## config.mk

```make
export PLATFORM = sky130hd
export DESIGN_NAME = vvalu_config_sequencer
export DESIGN_NICKNAME = d
export VERILOG_FILES = /design/src/rtl/vvalu_cfg_pkg.sv /design/src/rtl/vvalu_drain_monitor.sv /design/src/rtl/vvalu_config_sequencer.sv
export SDC_FILE = /design/constraint.sdc
export NUM_CORES = 1
export LEC_CHECK = 0
export CAP_MARGIN = 25
export CELL_PAD_IN_SITES_DETAIL_PLACEMENT = 0
export CELL_PAD_IN_SITES_GLOBAL_PLACEMENT = 2
export CORE_MARGIN = 10
export CORE_UTILIZATION = 30
export CTS_CLUSTER_SIZE = 10
export DETAILED_ROUTE_END_ITERATION = 7
export MAX_ROUTING_LAYER = met4
export PLACE_DENSITY_LB_ADDON = 0.1
export SETUP_SLACK_MARGIN = 0.05
export SYNTH_ARGS = -nofsm -noshare
export SYNTH_HDL_FRONTEND = slang
export SYNTH_SLANG_ARGS = --single-unit
export TNS_END_PERCENT = 30
```

## constraint.sdc

```tcl
create_clock -name clk -period 1.7 [get_ports clk]
set_input_delay 0.255 -clock clk [delete_from_list [all_inputs] [get_ports clk]]
set_output_delay 0.255 -clock clk [all_outputs]
set_load 0.05 [all_outputs]
```

## src/rtl/vvalu_cfg_pkg.sv

```systemverilog
// Shared types and constants for the vectorVectorALU config sequencer.
// Latency: n/a (types and pure functions only).
// Backpressure: n/a.
package vvalu_cfg_pkg;

    // Width of the chain slot in a config header byte; the field id fills the top 3 bits.
    localparam int CFG_HDR_CHAIN_BITS = 5;

    typedef enum logic [2:0] {
        FIELD_OP         = 3'd0,
        FIELD_ADDR_RD    = 3'd1,
        FIELD_COND       = 3'd2,
        FIELD_CACHE      = 3'd3,
        FIELD_CACHE_ADDR = 3'd4
    } cfg_field_e;

    typedef enum logic [2:0] {
        ST_IDLE     = 3'd0,
        ST_DRAIN    = 3'd1,
        ST_LOAD_HDR = 3'd2,
        ST_LOAD_VAL = 3'd3,
        ST_RESUME   = 3'd4
    } cfg_state_e;

    // Field ids 5..7 do not exist in the ALU firmware table.
    function automatic logic field_is_legal(input logic [2:0] field);
        return field <= 3'(FIELD_CACHE_ADDR);
    endfunction

endpackage

```

## src/rtl/vvalu_drain_monitor.sv

```systemverilog
// Counts consecutive cycles with no valid entering or leaving the ALU.
// Latency: done is combinational on the cycle the count reaches DRAIN_CYCLES.
// Backpressure: none; clear holds the count at zero outside the drain window.
module vvalu_drain_monitor #(
    parameter int DRAIN_CYCLES = 3
) (
    input  logic clk,
    input  logic reset,
    input  logic clear,
    input  logic valid_in,
    input  logic valid_out,
    output logic done
);

    localparam int CNTW = $clog2(DRAIN_CYCLES + 1);

    logic [CNTW-1:0] cnt;
    logic [CNTW-1:0] cnt_nx;

    // Any traffic restarts the window; saturate once the pipeline is known empty.
    always_comb begin
        cnt_nx = cnt;
        if (valid_in || valid_out) begin
            cnt_nx = '0;
        end else if (cnt != CNTW'(DRAIN_CYCLES)) begin
            cnt_nx = cnt + CNTW'(1);
        end
    end

    assign done = !clear && (cnt_nx == CNTW'(DRAIN_CYCLES));

    // Idle-cycle counter, parked at zero while not draining.
    always_ff @(posedge clk or posedge reset) begin
        if (reset) begin
            cnt <= '0;
        end else if (clear) begin
            cnt <= '0;
        end else begin
            cnt <= cnt_nx;
        end
    end

endmodule

```

## src/rtl/vvalu_config_sequencer.sv

```systemverilog
// Stalls the ALU feed, waits for drain, then serialises (chain, field, value) writes as header+value on configId/configData.
// Latency: request to first header 5 cycles with an idle pipeline; 1 write per 2 cycles within a burst. Optional VVALU_CFG_SHADOW_EN.
// Backpressure: cfg_ready is high only in LOAD_HDR; a host that drops cfg_valid mid-burst leaves the stall held indefinitely.
module vvalu_config_sequencer
    import vvalu_cfg_pkg::*;
#(
    parameter int         MAX_CHAINS   = 4,
    parameter logic [7:0] TARGET_ID    = 8'd0,
    parameter logic [7:0] IDLE_ID      = 8'hFF,
    parameter int         DRAIN_CYCLES = 3,
    localparam int        CW           = (MAX_CHAINS > 1) ? $clog2(MAX_CHAINS) : 1
) (
    input  logic          clk,
    input  logic          reset,
    input  logic          tracing_in,
    input  logic          cfg_valid,
    output logic          cfg_ready,
    input  logic [CW-1:0] cfg_chain,
    input  logic [2:0]    cfg_field,
    input  logic [7:0]    cfg_value,
    input  logic          cfg_last,
    input  logic          alu_valid_in,
    input  logic          alu_valid_out,
    output logic          stall_out,
    output logic [7:0]    configId,
    output logic [7:0]    configData,
    output logic          cfg_busy,
`ifdef VVALU_CFG_SHADOW_EN
    input  logic [CW-1:0] rd_chain,
    input  logic [2:0]    rd_field,
    output logic [7:0]    rd_data,
`endif
    output logic          cfg_err
);

    localparam logic [2:0] S_IDLE     = ST_IDLE;
    localparam logic [2:0] S_DRAIN    = ST_DRAIN;
    localparam logic [2:0] S_LOAD_HDR = ST_LOAD_HDR;
    localparam logic [2:0] S_LOAD_VAL = ST_LOAD_VAL;
    localparam logic [2:0] S_RESUME   = ST_RESUME;

    logic [2:0] state;
    logic [2:0] state_nx;
    logic [7:0] val_q;
    logic       last_q;
    logic       drain_done;
    logic       beat_acc;
    logic       beat_legal;
    logic       shadow_hit;
    logic       beat_emit;

    assign beat_acc   = cfg_valid && cfg_ready;
    assign beat_legal = field_is_legal(cfg_field);
    assign beat_emit  = beat_legal && !shadow_hit;

    vvalu_drain_monitor #(
        .DRAIN_CYCLES (DRAIN_CYCLES)
    ) u_drain (
        .clk       (clk),
        .reset     (reset),
        .clear     (state != S_DRAIN),
        .valid_in  (alu_valid_in),
        .valid_out (alu_valid_out),
        .done      (drain_done)
    );

`ifdef VVALU_CFG_SHADOW_EN
    logic [7:0] shadow [MAX_CHAINS][5];
    logic [2:0] wr_idx;
    logic [2:0] rd_idx;

    // Out-of-table field ids are steered to slot 0 and then masked, so no index goes out of range.
    assign wr_idx     = beat_legal ? cfg_field : 3'd0;
    assign rd_idx     = field_is_legal(rd_field) ? rd_field : 3'd0;
    assign shadow_hit = beat_legal && (shadow[cfg_chain][wr_idx] == cfg_value);
    assign rd_data    = field_is_legal(rd_field) ? shadow[rd_chain][rd_idx] : 8'd0;

    // Mirror of what the ALU firmware tables hold after each accepted legal beat.
    always_ff @(posedge clk or posedge reset) begin
        if (reset) begin
            for (int c = 0; c < MAX_CHAINS; c++) begin
                for (int f = 0; f < 5; f++) begin
                    shadow[c][f] <= 8'd0;
                end
            end
        end else if (beat_acc && beat_legal) begin
            shadow[cfg_chain][wr_idx] <= cfg_value;
        end
    end
`else
    assign shadow_hit = 1'b0;
`endif

    // Next-state: skipped beats (illegal or unchanged) still honour cfg_last so a burst always ends.
    always_comb begin
        state_nx = state;
        case (state)
            S_IDLE:     if (cfg_valid) state_nx = S_DRAIN;
            S_DRAIN:    if (!tracing_in || drain_done) state_nx = S_LOAD_HDR;
            S_LOAD_HDR: begin
                if (beat_acc) begin
                    if (beat_emit) begin
                        state_nx = S_LOAD_VAL;
                    end else if (cfg_last) begin
                        state_nx = S_RESUME;
                    end
                end
            end
            S_LOAD_VAL: state_nx = last_q ? S_RESUME : S_LOAD_HDR;
            S_RESUME:   state_nx = S_IDLE;
            default:    state_nx = S_IDLE;
        endcase
    end

    // State and all registered outputs; the bus defaults back to IDLE_ID every cycle it is not driven.
    always_ff @(posedge clk or posedge reset) begin
        if (reset) begin
            state      <= S_IDLE;
            stall_out  <= 1'b0;
            cfg_busy   <= 1'b0;
            cfg_ready  <= 1'b0;
            configId   <= IDLE_ID;
            configData <= 8'd0;
            cfg_err    <= 1'b0;
            val_q      <= 8'd0;
            last_q     <= 1'b0;
        end else begin
            state      <= state_nx;
            stall_out  <= (state_nx != S_IDLE);
            cfg_busy   <= (state_nx != S_IDLE);
            cfg_ready  <= (state_nx == S_LOAD_HDR);
            configId   <= IDLE_ID;
            configData <= 8'd0;
            if (beat_acc) begin
                val_q  <= cfg_value;
                last_q <= cfg_last;
                if (!beat_legal) begin
                    cfg_err <= 1'b1;
                end
                if (beat_emit) begin
                    configId   <= TARGET_ID;
                    configData <= {cfg_field, CFG_HDR_CHAIN_BITS'(cfg_chain)};
                end
            end
            if (state == S_LOAD_VAL) begin
                configId   <= TARGET_ID;
                configData <= val_q;
            end
        end
    end

endmodule

```

==> flow_metrics.env, run 1 <==
export IMPL_clock_sinks=26
export IMPL_seqCellArea_um2=652
export IMPL_grt_max_degree=27
export IMPL_cp_end_kind="output port"
export IMPL_critPathMaxStageDelay_ns=0.80
export IMPL_numCtsBuffers=3
export IMPL_hold_viol_final=0
export IMPL_maxCapViolCount=0
export IMPL_clock_root_buffer="clkbuf_8"
export IMPL_htreeDepth=1
export IMPL_synth_edff_count=0
export IMPL_synth_main_ff_cell="dfrtp_1"
export IMPL_ioPinCount=40
export IMPL_grtUsageTotal_pct=8.56
export IMPL_tritoncts="done"
export IMPL_post_place_ws_ns=-0.0294
export IMPL_post_cts_setup_buffers=0
export IMPL_first_pass_iters=4
export IMPL_r2r_end="cfg_ready"
export IMPL_vdd_ir_drop_max_uv=618
export IMPL_synth_distinct_cells=31
export IMPL_synth_cells=92
export IMPL_required_ns=1.44
export IMPL_final_setup_viol_count=0
export IMPL_cp_cell_sequence="buf_12"
export IMPL_tightest_slew_ns=0.458
export IMPL_portBuffers=39
export IMPL_cts_clk_slew_worst_paths_ns=0.09
export IMPL_final_setup_worst_slack_ns=0.186
export IMPL_layout_commonest_cell="dfrtp_1"
export IMPL_fp_dieH_um=81.9
export IMPL_nets=151
export IMPL_postSynth_asyncResetShare_pct=100
export IMPL_multi_input_area_um2=388
export IMPL_status="finished clean"
export IMPL_vias=820
export IMPL_postCtsResizedCells=0
export IMPL_drc=0
export IMPL_diodes=0
export IMPL_synth_avg_cell_area_um2=12.5
export IMPL_yosys_warnings=0
export IMPL_row_count=22
export IMPL_drt_wl_total_um=2650
export IMPL_fmax_ghz=0.661
export IMPL_drive_gt1_share_pct=35.4
export IMPL_worst_path_buf_inv=1
export IMPL_power_density_nw_per_um2=1930
export IMPL_slowest_stage="dfstp_2"
export IMPL_leakagePower_nw=0.745
export IMPL_cp_data_arrival_time_ns=1.26
export IMPL_antenna_found_initial=0
export IMPL_overflow=0
export IMPL_critical_path_class="reg2out"
export IMPL_coreArea_um2=3690
export IMPL_hp_class="in2async"
export IMPL_cts_hold_buf=0
export IMPL_grt_pass1_vias=886
export IMPL_slew_headroom_pct=69.2
export IMPL_yosysSeqAreaShare_pct=56.8
export IMPL_power_mw=3.22
export IMPL_vias_per_cell=4.61
export IMPL_synth_area_um2=1150
export IMPL_place_gp_congestion=0.714
export IMPL_period_share_pct=89.1
export IMPL_yosys_register_bits=26
export IMPL_grt_pass1_wl_um=4350
export IMPL_num_fill_cells=367
export IMPL_slew_violations=0
export IMPL_dp_hpwl_um=2100
export IMPL_reg2reg_slack_ns=0.38
export IMPL_finalClockSkew_ns=0.00141
export IMPL_detail_route_wl_per_cell_um=14.9
export IMPL_grt_setup_unrepaired="no"
export IMPL_start_kind="flop"
export IMPL_clk_insertion_delay_late_ns=0.27
export IMPL_syn_num_nets=112
export IMPL_ff2ff_path_depth=3
export IMPL_r2r_start="cfg_ready"
export IMPL_fp_dieArea_um2=6700
export IMPL_drtIter0Drc=47
export IMPL_initial_utilization_pct=31.1
export IMPL_area_growth_pct=45.5
export IMPL_crit_family="flip-flops"
export IMPL_period_needed_ns=1.51
export IMPL_final_cell_mix="dfrtp_1 (25), clkdlybuf4s50_1 (19), buf_4 (18)"
export IMPL_dieWidth_um=81.9
export IMPL_clk_path_buf_depth=2
export IMPL_antenna_left=0
export IMPL_crit_path_max_fanout=8
[per-stage QoR]
stage / hold slack, ns / area [µm²] / std cells / utilization (%) / setup TNS [ns]
final: 0.333 / 1670 / 178 / 45.3 / 0
after global routing: 0.358 / 1670 / 178 / 45.3 / 0
after CTS: 0.339 / 1670 / 178 / 45.3 / 0
after detailed placement: 0.446 / 1600 / 174 / 43.4 / -0.0371
after global placement: 0.437 / 1600 / 174 / 43.4 / -0.0251
after floorplan: 0.294 / 1150 / 92 / - / 0
[state kept, by name, summed over array words and instances (netlist names)]
register	count
configId	1
last_q	1
cfg_busy	1
val_q	8
cfg_ready	1
u_drain.cnt	2
state	3
configData	8
cfg_err	1
[synth_stat cells, types with 2 or more instances]
cell type  instances  area, µm²
a22o_1             3       26.3
and2_1             3       18.8
buf_4              8       60.1
buf_6              3       33.8
dfrtp_1           25        626
inv_1              4       15.0
mux2_2             8       90.1
nand2_1            6       22.5
nand4_1            2       12.5
nor2_1             2       7.51
nor3_1             2       10.0
nor3b_1            3       22.5
nor4_1             2       12.5
o21ai_0            2       10.0
o21bai_1           2       15.0
o31ai_1            2       15.0
[final cells by class]
| cell class | instances | area share, % |
|---|---|---|
| Timing Repair Buffer | 45 | 29.0 |
| Sequential cell | 26 | 39.0 |
| Clock buffer | 3 | 2.47 |
| Clock inverter | 1 | 1.80 |
| Inverter | 4 | 0.898 |
| Multi-Input combinational cell | 51 | 23.2 |
| Tap cell | 48 | 3.59 |
[how the worst max path moves through the flow]
| stage | slack, ns | cells after the start | end | from |
|---|---|---|---|---|
| 5_1_grt | 0.14 | 1 | configId[7] | configId[6] |
| 4_1_cts | 0.16 | 1 | configId[4] | configId[6] |
| 3_3_place_gp | -0.03 | 4 | cfg_ready | cfg_valid |
| 3_5_place_dp | -0.03 | 4 | cfg_ready | cfg_valid |
| 6_report | 0.19 | 1 | configId[7] | configId[6] |
| 2_1_floorplan | 0.25 | 3 | cfg_ready | cfg_ready |
[power breakdown]
| group | switching (mW) | internal (mW) | leakage, nW | total [mW] |
|---|---|---|---|---|
| clock | 0.204 | 0.315 | 0.0357 | 0.519 |
| combinational | 0.902 | 0.725 | 0.386 | 1.63 |
| sequential | 0.225 | 0.852 | 0.324 | 1.08 |
[routing by layer]
metal	track usage [%]	vias up	share of wire, %
li1	-	397	-
met4	3.57	0	0.68
met3	2.51	2	7.1
met5	-	-	0
met2	12.8	27	48
met1	10.6	394	45
[cell families after synthesis]
group	after synthesis	share of synthesized area, %
multiplexers	8	7.84
AO/OA/AOI/OAI	16	11.7
buffers and inverters	15	9.48
flip-flops	26	56.8
AND/OR/NAND/NOR	27	14.3
[worst register-to-register path, cell delays in order, from the launching register on]
cell	delay [ns]
dfrtp_1	0.46
nand3_1	0.18
o31ai_1	0.41
a2111oi_2	0.13
No activity file was read; power rests on OpenSTA's default activity.
==> run 2: changes to the inputs <==
--- a/config.mk
+++ b/config.mk
@@ -12,6 +12,7 @@
 export CORE_UTILIZATION = 30
 export CTS_CLUSTER_SIZE = 10
 export DETAILED_ROUTE_END_ITERATION = 7
+export GPL_TIMING_DRIVEN = 0
 export MAX_ROUTING_LAYER = met4
 export PLACE_DENSITY_LB_ADDON = 0.1
 export SETUP_SLACK_MARGIN = 0.05
==> flow_metrics.env, run 2 (same netlist as run 1, synthesis figures left out) <==
export IMPL_layout_commonest_cell="dfrtp_1"
export IMPL_antenna_left=0
export IMPL_drive_gt1_share_pct=30.1
export IMPL_ioPinCount=40
export IMPL_design_area_um2=1680
export IMPL_numCtsBuffers=3
export IMPL_met2_length_um=1230
export IMPL_r2r_start="cfg_ready"
export IMPL_grt_max_degree=27
export IMPL_fp_dieH_um=81.9
export IMPL_post_place_ws_ns=-0.0680
export IMPL_status="finished clean"
export IMPL_maxCapViolCount=0
export IMPL_htreeDepth=1
export IMPL_drtIter0Drc=20
export IMPL_clk_path_buf_depth=2
export IMPL_clk_insertion_delay_late_ns=0.27
export IMPL_hold_ws_ns=0.235
export IMPL_period_share_pct=94.2
export IMPL_place_area_um2=1600
export IMPL_grt_setup_unrepaired="yes"
export IMPL_largestRegisters="configData: 8 flops, val_q: 8 flops, state: 3 flops"
export IMPL_cp_data_arrival_time_ns=1.35
export IMPL_vdd_ir_drop_max_uv=505
export IMPL_diodes=0
export IMPL_portBuffers=39
export IMPL_cp_startpoint="configId[6]"
export IMPL_finalClockSkew_ns=0.00233
export IMPL_cp_end_kind="output port"
export IMPL_final_setup_worst_slack_ns=0.0982
export IMPL_coreArea_um2=3690
export IMPL_reg2reg_slack_ns=0.39
export IMPL_detail_route_wl_per_cell_um=14.2
export IMPL_overflow=0
export IMPL_antenna_found_initial=0
export IMPL_dp_hpwl_um=2000
export IMPL_area_growth_pct=46.1
export IMPL_clock_sinks=26
export IMPL_power_mw=3.07
export IMPL_slew_violations=0
export IMPL_clock_root_buffer="clkbuf_8"
export IMPL_leakagePower_nw=0.759
export IMPL_start_kind="flop"
export IMPL_grt_pass1_wl_um=3960
export IMPL_ff2ff_path_depth=3
export IMPL_initial_utilization_pct=31.1
export IMPL_final_setup_viol_count=0
export IMPL_dp_cells=179
export IMPL_vias=804
export IMPL_r2r_end="cfg_ready"
export IMPL_required_ns=1.44
export IMPL_cts_clk_slew_worst_paths_ns=0.09
export IMPL_hp_class="in2async"
export IMPL_final_cells=184
export IMPL_routed_top_layer="met4"
export IMPL_drc=0
export IMPL_tritoncts="done"
export IMPL_fmax_ghz=0.624
export IMPL_nets=157
export IMPL_final_util_pct=45.5
export IMPL_wl_met3_um=204
export IMPL_power_density_nw_per_um2=1830
export IMPL_hold_viol_final=0
export IMPL_fp_dieArea_um2=6700
export IMPL_grtUsageTotal_pct=7.73
export IMPL_row_count=22
export IMPL_dieWidth_um=81.9
export IMPL_period_needed_ns=1.60
export IMPL_place_gp_congestion=0.678
export IMPL_cp_endpoint="configId[5]"
export IMPL_post_cts_setup_buffers=0
export IMPL_grt_pass1_vias=818
export IMPL_tns_ns=0
export IMPL_tightest_slew_ns=0.501
export IMPL_slew_headroom_pct=66.3
export IMPL_num_fill_cells=350
export IMPL_final_cell_mix="dfrtp_1 (25), clkdlybuf4s50_1 (19), buf_4 (11), dlygate4sd2_1 (11), mux2_2 (8)"
export IMPL_vias_per_cell=4.37
export IMPL_wl_met1_um=1160
export IMPL_critical_path_class="reg2out"
export IMPL_drt_wl_total_um=2610
export IMPL_first_pass_iters=4
export IMPL_crit_path_max_fanout=8
run 2: worst min path at each step:
stage | start | endpoint | cells past startpoint
2_1_floorplan | reset | cfg_busy | 1
3_3_place_gp | u_drain.cnt[0] | u_drain.cnt[0] | 1
3_5_place_dp | u_drain.cnt[0] | u_drain.cnt[0] | 1
4_1_cts | u_drain.cnt[0] | u_drain.cnt[0] | 1
5_1_grt | reset | state[2] | 2
6_report | reset | last_q | 2
run 2: timing repair:
| item | CTS | global route |
|---|---|---|
| gates resized for setup | 34 | 2 |
| cloned | 0 | 0 |
| endpoints found under the setup margin | 20 | 5 |
| hold buffers | 0 | 0 |
run 2: critical path, stage by stage, from the launching register on:
cell and delay, ns:
dfstp_2 0.60, buf_4 0.12, clkdlybuf4s15_2 0.36
run 2: final cells by class:
cell class	instances	area [µm²]	share of cell area [%]
repair buffers	40	398	23.7
flip-flops and latches	26	652	38.9
clock inverters	1	30.0	1.79
well taps	48	60.1	3.58
multi-input cells	51	388	23.1
plain buffers	11	93.8	5.59
clock buffers	3	41.3	2.46
inverters	4	15.0	0.895
run 2: layer usage:
layer  vias to the layer above  global-route usage, %
met5                         -                      -
met4                         0                   3.57
met3                         2                   2.18
met2                        22                   11.6
met1                       379                   9.39
li1                        401                      -
run 2: power by group:
part / total, mW / internal [mW] / switching (mW) / leakage (nW)
clock: 0.512 / 0.315 / 0.198 / 0.0357
sequential: 0.996 / 0.851 / 0.146 / 0.324
combinational: 1.56 / 0.612 / 0.953 / 0.399
==> run 3: changes to the inputs <==
--- a/config.mk
+++ b/config.mk
@@ -16,6 +16,7 @@
 export MAX_ROUTING_LAYER = met4
 export PLACE_DENSITY_LB_ADDON = 0.1
 export SETUP_SLACK_MARGIN = 0.05
+export SKIP_CTS_REPAIR_TIMING = 1
 export SYNTH_ARGS = -nofsm -noshare
 export SYNTH_HDL_FRONTEND = slang
 export SYNTH_SLANG_ARGS = --single-unit
==> flow_metrics.env, run 3 (same netlist as run 1, synthesis figures left out) <==
export IMPL_worst_path_buf_inv=1
export IMPL_power_mw=3.09
export IMPL_final_cell_mix="dfrtp_1 (25), clkdlybuf4s50_1 (19), dlymetal6s2s_1 (12)"
export IMPL_switching_share_pct=42.0
export IMPL_fmax_ghz=0.638
export IMPL_cts_clk_slew_worst_paths_ns=0.09
export IMPL_final_cells=184
export IMPL_drtIter0Drc=17
export IMPL_tightest_slew_ns=0.515
export IMPL_pwr_share_seq_pct=32.3
export IMPL_grt_setup_unrepaired="no"
export IMPL_first_pass_iters=4
export IMPL_power_density_nw_per_um2=1820
export IMPL_dp_hpwl_um=2000
export IMPL_cp_data_arrival_time_ns=1.31
export IMPL_clock_sinks=26
export IMPL_grt_pass1_vias=816
export IMPL_final_setup_viol_count=0
export IMPL_htreeDepth=1
export IMPL_antenna_left=0
export IMPL_place_gp_congestion=0.678
export IMPL_crit_path_max_fanout=8
export IMPL_numCtsBuffers=3
export IMPL_fp_dieH_um=81.9
export IMPL_period_needed_ns=1.57
export IMPL_area_growth_pct=47.6
export IMPL_status="finished clean"
export IMPL_period_share_pct=92.2
export IMPL_row_count=22
export IMPL_hp_class="in2async"
export IMPL_grt_pass1_wl_um=3930
export IMPL_p_clk_share_pct=16.6
export IMPL_clock_root_buffer="clkbuf_8"
export IMPL_layout_commonest_cell="dfrtp_1"
export IMPL_grt_max_degree=27
export IMPL_portBuffers=39
export IMPL_grtUsageTotal_pct=7.66
export IMPL_vias_per_cell=4.43
export IMPL_drt_wl_total_um=2650
export IMPL_ioPinCount=40
export IMPL_hold_ws_ns=0.231
export IMPL_initial_utilization_pct=31.1
export IMPL_fp_dieArea_um2=6700
export IMPL_tns_ns=0
export IMPL_hold_viol_final=0
export IMPL_vdd_ir_drop_max_uv=509
export IMPL_power_switching_mw=1.30
export IMPL_p_comb_share_pct=51.2
export IMPL_clk_insertion_delay_late_ns=0.27
export IMPL_slew_headroom_pct=65.6
export IMPL_largestRegisters="configData: 8 flops, val_q: 8 flops, state: 3 flops"
export IMPL_leakagePower_nw=0.876
export IMPL_critPathMaxStageDelay_ns=0.60
export IMPL_critical_path_class="reg2out"
export IMPL_antenna_found_initial=0
export IMPL_detail_route_wl_per_cell_um=14.4
export IMPL_slew_violations=0
export IMPL_start_kind="flop"
export IMPL_dieWidth_um=81.9
export IMPL_cp_end_kind="output port"
export IMPL_tritoncts="done"
export IMPL_required_ns=1.44
export IMPL_dp_cells=179
export IMPL_slowest_stage="dfstp_2"
export IMPL_p_int_mw=1.79
export IMPL_drive_gt1_share_pct=29.4
export IMPL_overflow=0
export IMPL_place_area_um2=1600
export IMPL_num_fill_cells=347
export IMPL_cp_cell_sequence="dlymetal6s2s_1"
export IMPL_drc=0
export IMPL_clk_path_buf_depth=2
export IMPL_nets=157
export IMPL_crit_family="flip-flops"
export IMPL_design_area_um2=1700
export IMPL_vias=815
export IMPL_diodes=0
export IMPL_maxCapViolCount=0
export IMPL_finalClockSkew_ns=0.00197
export IMPL_coreArea_um2=3690
## run 3: worst reg2reg max path, cell delays in order (launching register included)
cell and delay [ns]:
dfrtp_1 0.46, nand3_1 0.17, o31ai_1 0.41, a2111oi_2 0.13
## run 3: worst paths after layout
check                               start             end  slack, ns  cells past startpoint
setup / recovery              configId[6]     configId[0]       0.13                      1
hold / removal                      reset          last_q       0.23                      2
setup reg to reg                cfg_ready       cfg_ready       0.39                      3
hold reg to reg            u_drain.cnt[0]  u_drain.cnt[0]       0.45                      1
max in group asynchronous           reset   configData[6]       1.07                      3
min in group clk           u_drain.cnt[0]  u_drain.cnt[0]       0.45                      1
## run 3: cell type report
class                           instances  area (µm²)  share of cell area (%)
Clock inverter                          1        30.0                    1.77
Timing Repair Buffer                   40         415                    24.5
Tap cell                               48        60.1                    3.54
Multi-Input combinational cell         51         388                    22.9
Inverter                                4        15.0                   0.886
Buffer                                 11        93.8                    5.54
Sequential cell                        26         652                    38.5
Clock buffer                            3        41.3                    2.44
## run 3: power groups by stage
stage / logic [mW] / registers (mW) / clock network [mW]
finish: 1.58 / 0.997 / 0.512
global route: 1.68 / 1.03 / 0.550
CTS: 1.67 / 1.00 / 0.525
detailed placement: 1.67 / 1.02 / 0
global placement: 1.66 / 1.01 / 0
floorplan: 0.881 / 1.29 / 0
## run 3: per-stage QoR
| stage | utilization (%) | setup slack (ns) |
|---|---|---|
| 2_1_floorplan | - | 0.247 |
| 3_3_place_gp | 43.4 | -0.0433 |
| 3_5_place_dp | 43.4 | -0.0680 |
| 4_1_cts | 45.3 | -0.358 |
| 5_1_grt | 46.0 | 0.0816 |
| 6_report | 46.0 | 0.133 |
## run 3: layer usage
metal | wire [µm] | GRT usage (%)
met2 | 1260 | 11.6
met4 | 18 | 3.57
met1 | 1290 | 9.32
met3 | 89 | 1.97
met5 | 0 | -
